## config.mk

```make
export PLATFORM = sky130hd
export DESIGN_NAME = frame_grant_controller_flat
export DESIGN_NICKNAME = d
export VERILOG_FILES = /design/src/rtl/frame_grant_controller_if.sv /design/src/rtl/frame_grant_controller.sv /design/src/flat_wrapper.sv
export SDC_FILE = /design/constraint.sdc
export NUM_CORES = 1
export LEC_CHECK = 0
export CAP_MARGIN = 20
export CORE_MARGIN = 10
export CORE_UTILIZATION = 40
export CTS_CLUSTER_SIZE = 30
export DETAILED_ROUTE_END_ITERATION = 16
export GPL_TIMING_DRIVEN = 0
export PLACE_DENSITY = 0.67
export SLEW_MARGIN = 25
export SYNTH_ARGS = -nofsm -noshare
export SYNTH_HDL_FRONTEND = slang
export SYNTH_SLANG_ARGS = --single-unit
```

## constraint.sdc

```tcl
create_clock -name clk -period 3.4 [get_ports clk]
set_input_delay 0.68 -clock clk [delete_from_list [all_inputs] [get_ports clk]]
set_output_delay 0.68 -clock clk [all_outputs]
set_load 0.03 [all_outputs]
```

## src/rtl/frame_grant_controller_if.sv

```systemverilog
// Handshake bundle between the frame grant controller and its clients/priority encoder.
// The master modport is the controller; the slave modport is the requesting side.
interface frame_grant_controller_if #(
    parameter int NO_INPUTS   = 4,
    parameter int INDEX_WIDTH = 2
);
    logic [NO_INPUTS-1:0]   req;
    logic                   enc_enable;
    logic [NO_INPUTS-1:0]   enc_out;
    logic                   frame_done;
    logic [NO_INPUTS-1:0]   grant;
    logic                   grant_valid;
    logic [INDEX_WIDTH-1:0] grant_index;
    logic                   timeout;

    modport master (
        input  req, enc_out, frame_done,
        output enc_enable, grant, grant_valid, grant_index, timeout
    );

    modport slave (
        output req, enc_out, frame_done,
        input  enc_enable, grant, grant_valid, grant_index, timeout
    );
endinterface

```

## src/rtl/frame_grant_controller.sv

```systemverilog
// Registered frame grant stage behind the transmit priority encoder.
// Optional watchdog release is built when FRAME_GRANT_CONTROLLER_TIMEOUT_EN is defined.
module frame_grant_controller #(
    parameter int NO_INPUTS      = 4,
    parameter int INDEX_WIDTH    = 2,
    parameter int TIMEOUT_CYCLES = 1024,
    parameter int TIMEOUT_WIDTH  = 11
) (
    input  logic                     clk,
    input  logic                     reset,
    frame_grant_controller_if.master bus
);

    typedef enum logic [1:0] {
        IDLE    = 2'd0,
        SELECT  = 2'd1,
        GRANT   = 2'd2,
        RELEASE = 2'd3
    } state_t;

    state_t                 state;
    logic [NO_INPUTS-1:0]   grant_r;
    logic [INDEX_WIDTH-1:0] grant_index_r;
    logic                   grant_valid_r;
    logic                   enc_enable_r;
    logic                   timeout_r;

    logic [NO_INPUTS-1:0]   sel;
    logic [NO_INPUTS-1:0]   sel_low;
    logic [INDEX_WIDTH-1:0] sel_idx;
    logic                   abort;

    // Multi-hot encoder output is a protocol violation; the lowest bit wins.
    function automatic logic [NO_INPUTS-1:0] lowest_bit(input logic [NO_INPUTS-1:0] v);
        logic [NO_INPUTS-1:0] r;
        r = '0;
        for (int i = NO_INPUTS - 1; i >= 0; i--) begin
            if (v[i]) r = '0;
            if (v[i]) r[i] = 1'b1;
        end
        return r;
    endfunction

    function automatic logic [INDEX_WIDTH-1:0] lowest_index(input logic [NO_INPUTS-1:0] v);
        logic [INDEX_WIDTH-1:0] r;
        r = '0;
        for (int i = NO_INPUTS - 1; i >= 0; i--) begin
            if (v[i]) r = INDEX_WIDTH'(i);
        end
        return r;
    endfunction

    always_comb begin
        sel     = bus.enc_out & bus.req;
        sel_low = lowest_bit(sel);
        sel_idx = lowest_index(sel);
        abort   = ~|(bus.req & grant_r);
    end

`ifdef FRAME_GRANT_CONTROLLER_TIMEOUT_EN
    logic [TIMEOUT_WIDTH-1:0] counter;
    localparam logic [TIMEOUT_WIDTH-1:0] TIMEOUT_LAST = TIMEOUT_WIDTH'(TIMEOUT_CYCLES - 1);
`else
    logic [TIMEOUT_WIDTH-1:0] unused_timeout_cfg;
    assign unused_timeout_cfg = TIMEOUT_WIDTH'(TIMEOUT_CYCLES);
`endif

    always_ff @(posedge clk) begin
        if (reset) begin
            state         <= IDLE;
            grant_r       <= '0;
            grant_index_r <= '0;
            grant_valid_r <= 1'b0;
            enc_enable_r  <= 1'b0;
            timeout_r     <= 1'b0;
`ifdef FRAME_GRANT_CONTROLLER_TIMEOUT_EN
            counter       <= '0;
`endif
        end else begin
            timeout_r <= 1'b0;
            case (state)
                IDLE: begin
                    if (|bus.req) begin
                        state        <= SELECT;
                        enc_enable_r <= 1'b1;
                    end
                end
                SELECT: begin
                    enc_enable_r <= 1'b0;
                    if (sel == '0) begin
                        state <= IDLE;
                    end else begin
                        state         <= GRANT;
                        grant_r       <= sel_low;
                        grant_index_r <= sel_idx;
                        grant_valid_r <= 1'b1;
`ifdef FRAME_GRANT_CONTROLLER_TIMEOUT_EN
                        counter       <= '0;
`endif
                    end
                end
                GRANT: begin
                    if (bus.frame_done || abort) begin
                        state         <= RELEASE;
                        grant_r       <= '0;
                        grant_index_r <= '0;
                        grant_valid_r <= 1'b0;
`ifdef FRAME_GRANT_CONTROLLER_TIMEOUT_EN
                    end else if (counter == TIMEOUT_LAST) begin
                        state         <= RELEASE;
                        grant_r       <= '0;
                        grant_index_r <= '0;
                        grant_valid_r <= 1'b0;
                        timeout_r     <= 1'b1;
                    end else begin
                        counter <= counter + 1'b1;
`endif
                    end
                end
                default: begin
                    state <= IDLE;
                end
            endcase
        end
    end

    assign bus.grant       = grant_r;
    assign bus.grant_index = grant_index_r;
    assign bus.grant_valid = grant_valid_r;
    assign bus.enc_enable  = enc_enable_r;
    assign bus.timeout     = timeout_r;

endmodule

```

## src/flat_wrapper.sv

```systemverilog
// flat-port wrapper written by rule: the top's interface ports become plain ports
module frame_grant_controller_flat 
#(
    parameter int NO_INPUTS      = 4,
    parameter int INDEX_WIDTH    = 2,
    parameter int TIMEOUT_CYCLES = 1024,
    parameter int TIMEOUT_WIDTH  = 11
)
  (clk, reset, bus_req, bus_enc_out, bus_frame_done, bus_enc_enable, bus_grant, bus_grant_valid, bus_grant_index, bus_timeout);
  frame_grant_controller_if #(.NO_INPUTS(NO_INPUTS), .INDEX_WIDTH(INDEX_WIDTH)) bus_i ();
  input  logic clk;
  input  logic reset;
  input wire logic [$bits(bus_i.req)-1:0] bus_req;
  input wire logic [$bits(bus_i.enc_out)-1:0] bus_enc_out;
  input wire logic [$bits(bus_i.frame_done)-1:0] bus_frame_done;
  output wire logic [$bits(bus_i.enc_enable)-1:0] bus_enc_enable;
  output wire logic [$bits(bus_i.grant)-1:0] bus_grant;
  output wire logic [$bits(bus_i.grant_valid)-1:0] bus_grant_valid;
  output wire logic [$bits(bus_i.grant_index)-1:0] bus_grant_index;
  output wire logic [$bits(bus_i.timeout)-1:0] bus_timeout;
  assign bus_i.req = bus_req;
  assign bus_i.enc_out = bus_enc_out;
  assign bus_i.frame_done = bus_frame_done;
  assign bus_enc_enable = bus_i.enc_enable;
  assign bus_grant = bus_i.grant;
  assign bus_grant_valid = bus_i.grant_valid;
  assign bus_grant_index = bus_i.grant_index;
  assign bus_timeout = bus_i.timeout;
  frame_grant_controller #(.NO_INPUTS(NO_INPUTS), .INDEX_WIDTH(INDEX_WIDTH), .TIMEOUT_CYCLES(TIMEOUT_CYCLES), .TIMEOUT_WIDTH(TIMEOUT_WIDTH)) u_core (.clk(clk), .reset(reset), .bus(bus_i));
endmodule
```

# Word level (Yosys, flattened, before mapping)
# Cells that the tools add are included.
word_totals:
  ff_bits: 10
  latchBits: 0
  ramBits: 0
  romBits: 0
  output_inout_bits: 9
  wordCells: 49
  memories: 0
classes:
  n_addsub: 0
  n_mul: 0
  div: 0
  n_lt_le_gt_ge: 0
  eq_ne: 5
  shifts: 0
  muxes: 26
  n_bitwise: 2
  reduce_logical: 11
ops:
  columns: ["cell", "count"]
  rows:
  - ["$mux 4", 5]
  - ["$mux 2", 9]
  - ["$and 4x4->4", 2]
  - ["$pmux 4 s2", 1]
  - ["$reduce_or 4->1", 2]
  - ["$mux 1", 7]
  - ["$pmux 2 s3", 1]
  - ["$logic_not 4->1", 1]
  - ["$ne 2x1->1 const B", 2]
  - ["$pmux 1 s2", 2]
  - ["$pmux 2 s2", 1]
  - ["$reduce_and 2->1", 2]
  - ["$reduce_bool 2->1", 2]
  - ["$reduce_and 3->1", 1]
  - ["$eq 2x1->1 const B", 1]
  - ["$eq 2x2->1 const B", 1]
  - ["$logic_not 2->1", 1]
  - ["$ne 2x2->1 const B", 1]
  - ["$logic_not 1->1", 1]
  - ["$logic_or 1x1->1", 1]

# Logic depth before layout (Yosys ltp)
logic_depth:
  word_depth: 10
  mapped_depth: 6
  mapped_depth_nobuf: 6

# Worst setup path after synthesis
# Ideal clock, no wire load.
synth_timing:
  path_type: "input to register"
  start: "input port bus_enc_out[2]"
  end: "register u_core.grant_r[0], in the netlist u_core.bus.grant[0]"
  setup_ps: 123
  arrival_time_ps: 1601
  t_required_ps: 3277
  path_slack_ps: 1676
  path_stages: 4
  n_path_buf: 0
  path_cell_list: "a22oi_1 -> nand4_1 -> nand3_1 -> mux2_1"
synth_between:
  elab_chain_len: 4
synth_rtl:
  columns: ["element", "line", "text"]
  rows:
  - ["start, declared", "flat_wrapper.sv:14", "input wire logic [$bits(bus_i.enc_out)-1:0] bus_enc_out;"]
  - ["$and 4x4->4", "frame_grant_controller.sv:54", "sel = bus.enc_out & bus.req;"]
  - ["$logic_not 4->1", "frame_grant_controller.sv:90", "if (sel == '0) begin"]
  - ["$ne 2x2->1 (no source line)", null, null]
  - ["$reduce_and 3->1 (no source line)", null, null]
  - ["end signal, assigned", "frame_grant_controller.sv:94", "grant_r <= sel_low;"]
  - ["end, declared", "frame_grant_controller.sv:22", "logic [NO_INPUTS-1:0] grant_r;"]
# Every way passes these cells.
# A chain may end at the register's enable or synchronous reset.

# Final worst setup path
layout_timing:
  start: "input port bus_req[2]"
  end: "register u_core.grant_r[2], in the netlist u_core.bus.grant[2]"
layout_between:
  elab_chain_len: 6
  elab_cells_between_ends: 14
  cone_classes: "eq/ne (2); mux (5); bitwise (2); reduce/logical (5)"
layout_rtl:
  columns: ["element", "line", "text"]
  rows:
  - ["start, declared", "flat_wrapper.sv:13", "input wire logic [$bits(bus_i.req)-1:0] bus_req;"]
  - ["$and 4x4->4, on equally long branches", "frame_grant_controller.sv:54, frame_grant_controller.sv:57", null]
  - ["$mux 1 / $reduce_or 4->1 (equally long branches)", "frame_grant_controller.sv:39, frame_grant_controller.sv:57", null]
  - ["$mux 4 / $logic_not 1->1 (equally long branches)", "frame_grant_controller.sv:38, frame_grant_controller.sv:57", null]
  - ["$mux 4 / $logic_or 1x1->1 (equally long branches)", "frame_grant_controller.sv:38, frame_grant_controller.sv:103", null]
  - ["$mux 4 / $ne 2x1->1 (equally long branches)", null, null]
  - ["$pmux 4 s2 / $reduce_and 3->1 (equally long branches)", null, null]
# Several ways; a longest one is shown, not always the timed one. The select of a mux whose other input is x is not followed.

==> flow_metrics.tcl <==
set metrics [dict create \
    run_status "finished clean" \
    final_cell_area_um2 838 \
    place_hpwl_mm 1.27 \
    synthArstFlopShare_pct 0 \
    area_growth_pct 36.2 \
    ys_ff_latch 10 \
    cp.required_ns 3.56 \
    drt_pass1_iterations 4 \
    io_buffers 18 \
    ios 20 \
    syn_area_um2 616 \
    start_kind "primary input" \
    fin_setup_tns_ns 0 \
    gp_congestion 0.774 \
    num_rows 14 \
    synth.distinct_cells 33 \
    reg2regPathDepth 6 \
    h-tree-depth 1 \
    setup_viol 0 \
    grt_pass1_vias 651 \
    routed_wl_mm 1.67 \
    synth-edff-count 0 \
    crit_slowest_cell "clkdlybuf4s50_1" \
    netlist_instances 72 \
    r2r-end "u_core.bus.grant[2]" \
    syn-num-nets 87 \
    hold_viol_final 0 \
    yosysSeqAreaShare_pct 32.5 \
    wl_per_cell_um 15.3 \
    max_freq_mhz 466 \
    final_max_slew_viol_count 0 \
    synth_area_per_cell_um2 8.55 \
    path_cells "clkdlybuf4s50_1 > a22oi_1 > nand4_1 > nand3_1 > mux2_1" \
    clk_pin_slew_worst_paths_ns 0.06 \
    skew_ns 0.000937 \
    grt_max_degree 11 \
    start_util_pct 41.3 \
    grtUsageTotal_pct 10.6 \
    post_cts_buffers 0 \
    num_vias 619 \
    leakage_uw 0.000327 \
    fp.dieW_um 59.2 \
    fin_total_pwr_uw 414 \
    period_minus_slack_ns 2.14 \
    die_height_um 59.2 \
    ant_nets 0 \
    cts_tree "yes" \
    drive_above_1_share_pct 8.60 \
    die_area_mm2 0.00351 \
    clock_latency_ns 0.27 \
    cts_sinks 10 \
    core_area_mm2 0.00149 \
    hold_depth 2 \
    vias_per_cell 5.68 \
    critPathCaptureType "flop" \
    timing.rr.start "u_core.state[0]" \
    place_area_um2 816 \
    fin_nets 110 \
    grt_overflow 0 \
    finalNonFillerCells 109 \
    rsz0062_at_grt "false" \
    ctsHoldBuffers 0 \
    crit_cells 5 \
    setup.worst_path.class "in -> reg" \
    maxCapViolCount 0 \
    synth_top_area_share_pct 32.5 \
    crit_arrival_ns 2.31 \
    clockRootBuffer "clkbuf_4" \
    p_per_area_mw_per_mm2 493 \
    synth_area_leaders "dfxtp_1, ha_1, a21oi_1, a22oi_2, inv_1" \
    grt_first_pass_wirelength_mm 2.91 \
    slowest_delay_ns 0.47 \
    n_antenna_cell 0 \
    cts_made_buffers 3 \
    rrSetupSlack_ns 1.65 \
    antenna_found_initial 0 \
    post-route-drc-count 0 \
    crit_path_end "u_core.bus.grant[2]" \
    path_buf_inv 1 \
    synthFlopType "dfxtp_1" \
    critPathTopFamily "buffers and inverters" \
    ys_warn_count 0 \
    worstHoldPathType "reg -> reg" \
    fin_crit_sh_pct 63.1 \
    place_inst 106 \
    synth_top_area_cell "dfxtp_1" \
    crit_fanout 4 \
    drt_iter0_drc 20 \
    cts_resized 0 \
    crit_start "bus_req[2]" \
    cts.path.max_buffers 2 \
    peakVddDrop_uv 266 \
]
-- area by class of cell --
cell class / count / area [um2]
Timing Repair Buffer: 18 / 180
Clock buffer: 3 / 22.5
Buffer: 2 / 11.3
Fill cell: 142 / 651
Inverter: 6 / 22.5
Sequential cell: 10 / 200
Multi-Input combinational cell: 54 / 382
Tap cell: 16 / 20.0
-- worst min path at each step --
stage | start | to | slack, ns
final | u_core.bus.grant_index[0] | u_core.bus.grant_index[0] | 0.47
after global routing | u_core.bus.enc_enable | u_core.bus.enc_enable | 0.51
after CTS | u_core.bus.grant_index[0] | u_core.bus.grant_index[0] | 0.48
after detailed placement | u_core.bus.grant_index[0] | u_core.bus.grant_index[0] | 0.47
after global placement | u_core.bus.grant_index[0] | u_core.bus.grant_index[0] | 0.46
after floorplan | u_core.state[0] | u_core.state[0] | 0.50
-- worst register-to-register path, delay by kind of cell, from the launching register on --
| family | cells | cell delay, ns |
|---|---|---|
| DFF | 1 | 0.35 |
| muxes | 1 | 0.34 |
| adders and majority gates | 1 | 0.23 |
| buffers and inverters | 2 | 0.20 |
| and+or+nand+nor | 1 | 0.21 |
| AOI/OAI and AO/OA | 1 | 0.30 |
-- cells in the mapped netlist, types with 2 or more instances --
cell / count
mux2_1: 2
nor2b_1: 2
nand4_1: 2
nand3_1: 4
dfxtp_1: 10
nor3_1: 2
nor2_1: 3
a31oi_1: 2
o31ai_1: 3
a21oi_1: 5
o21ai_0: 2
inv_1: 6
ha_1: 4
a22oi_2: 2
nand2_1: 5
-- cell families after synthesis --
kind of cell	synth area share, %
and+or+nand+nor	20.7
AOI/OAI and AO/OA	27.2
DFF	32.5
buffers and inverters	5.49
adders and majority gates	8.13
muxes	5.28
other	0.609
-- cells in the final DEF (no fill, tap or decap), drive strengths merged --
master          n
conb            1
a21o            1
ha              4
nand3           4
and2            1
mux2            2
o311ai          1
nand3b          1
and4            1
a211oi          1
nand2           5
or3             1
a31oi           2
nor2b           2
a21oi           5
clkdlybuf4s50  18
inv             6
nor2            3
o21ai           2
o31ai           3
dfxtp          10
mux2i           1
nand4           2
a211o           2
a22oi           3
clkbuf          4
buf             1
o41ai           1
or4             1
nor4            1
a311oi          1
nor3            2
-- power by group --
group          internal, uW  switching (uW)
logic                  76.4             102
clock network          41.1            43.2
registers               137            14.6
total                   254             159
-- state kept, by name, summed over array words and instances (netlist names) --
name                    count
u_core.bus.grant_index      2
u_core.state                2
u_core.bus.grant            4
u_core.bus.grant_valid      1
u_core.bus.enc_enable       1
-- metal layers --
layer / global-route usage (%) / vias up / routed length (um)
met5: 0 / - / 0
met4: 5.90 / 0 / 36
met3: 4.51 / 6 / 150
met2: 15.3 / 16 / 714
met1: 12.6 / 284 / 765
li1: - / 313 / -
-- stage by stage --
step           worst slack [ns]  hold slack [ns]  util [%]
6_report                   1.26            0.467      56.3
5_1_grt                    1.12            0.506      56.3
4_1_cts                    1.28            0.475      56.3
3_5_place_dp              0.989            0.465      54.8
3_3_place_gp              0.968            0.456      54.8
2_1_floorplan              1.68            0.496         -
(Power assumes the default switching activity.)
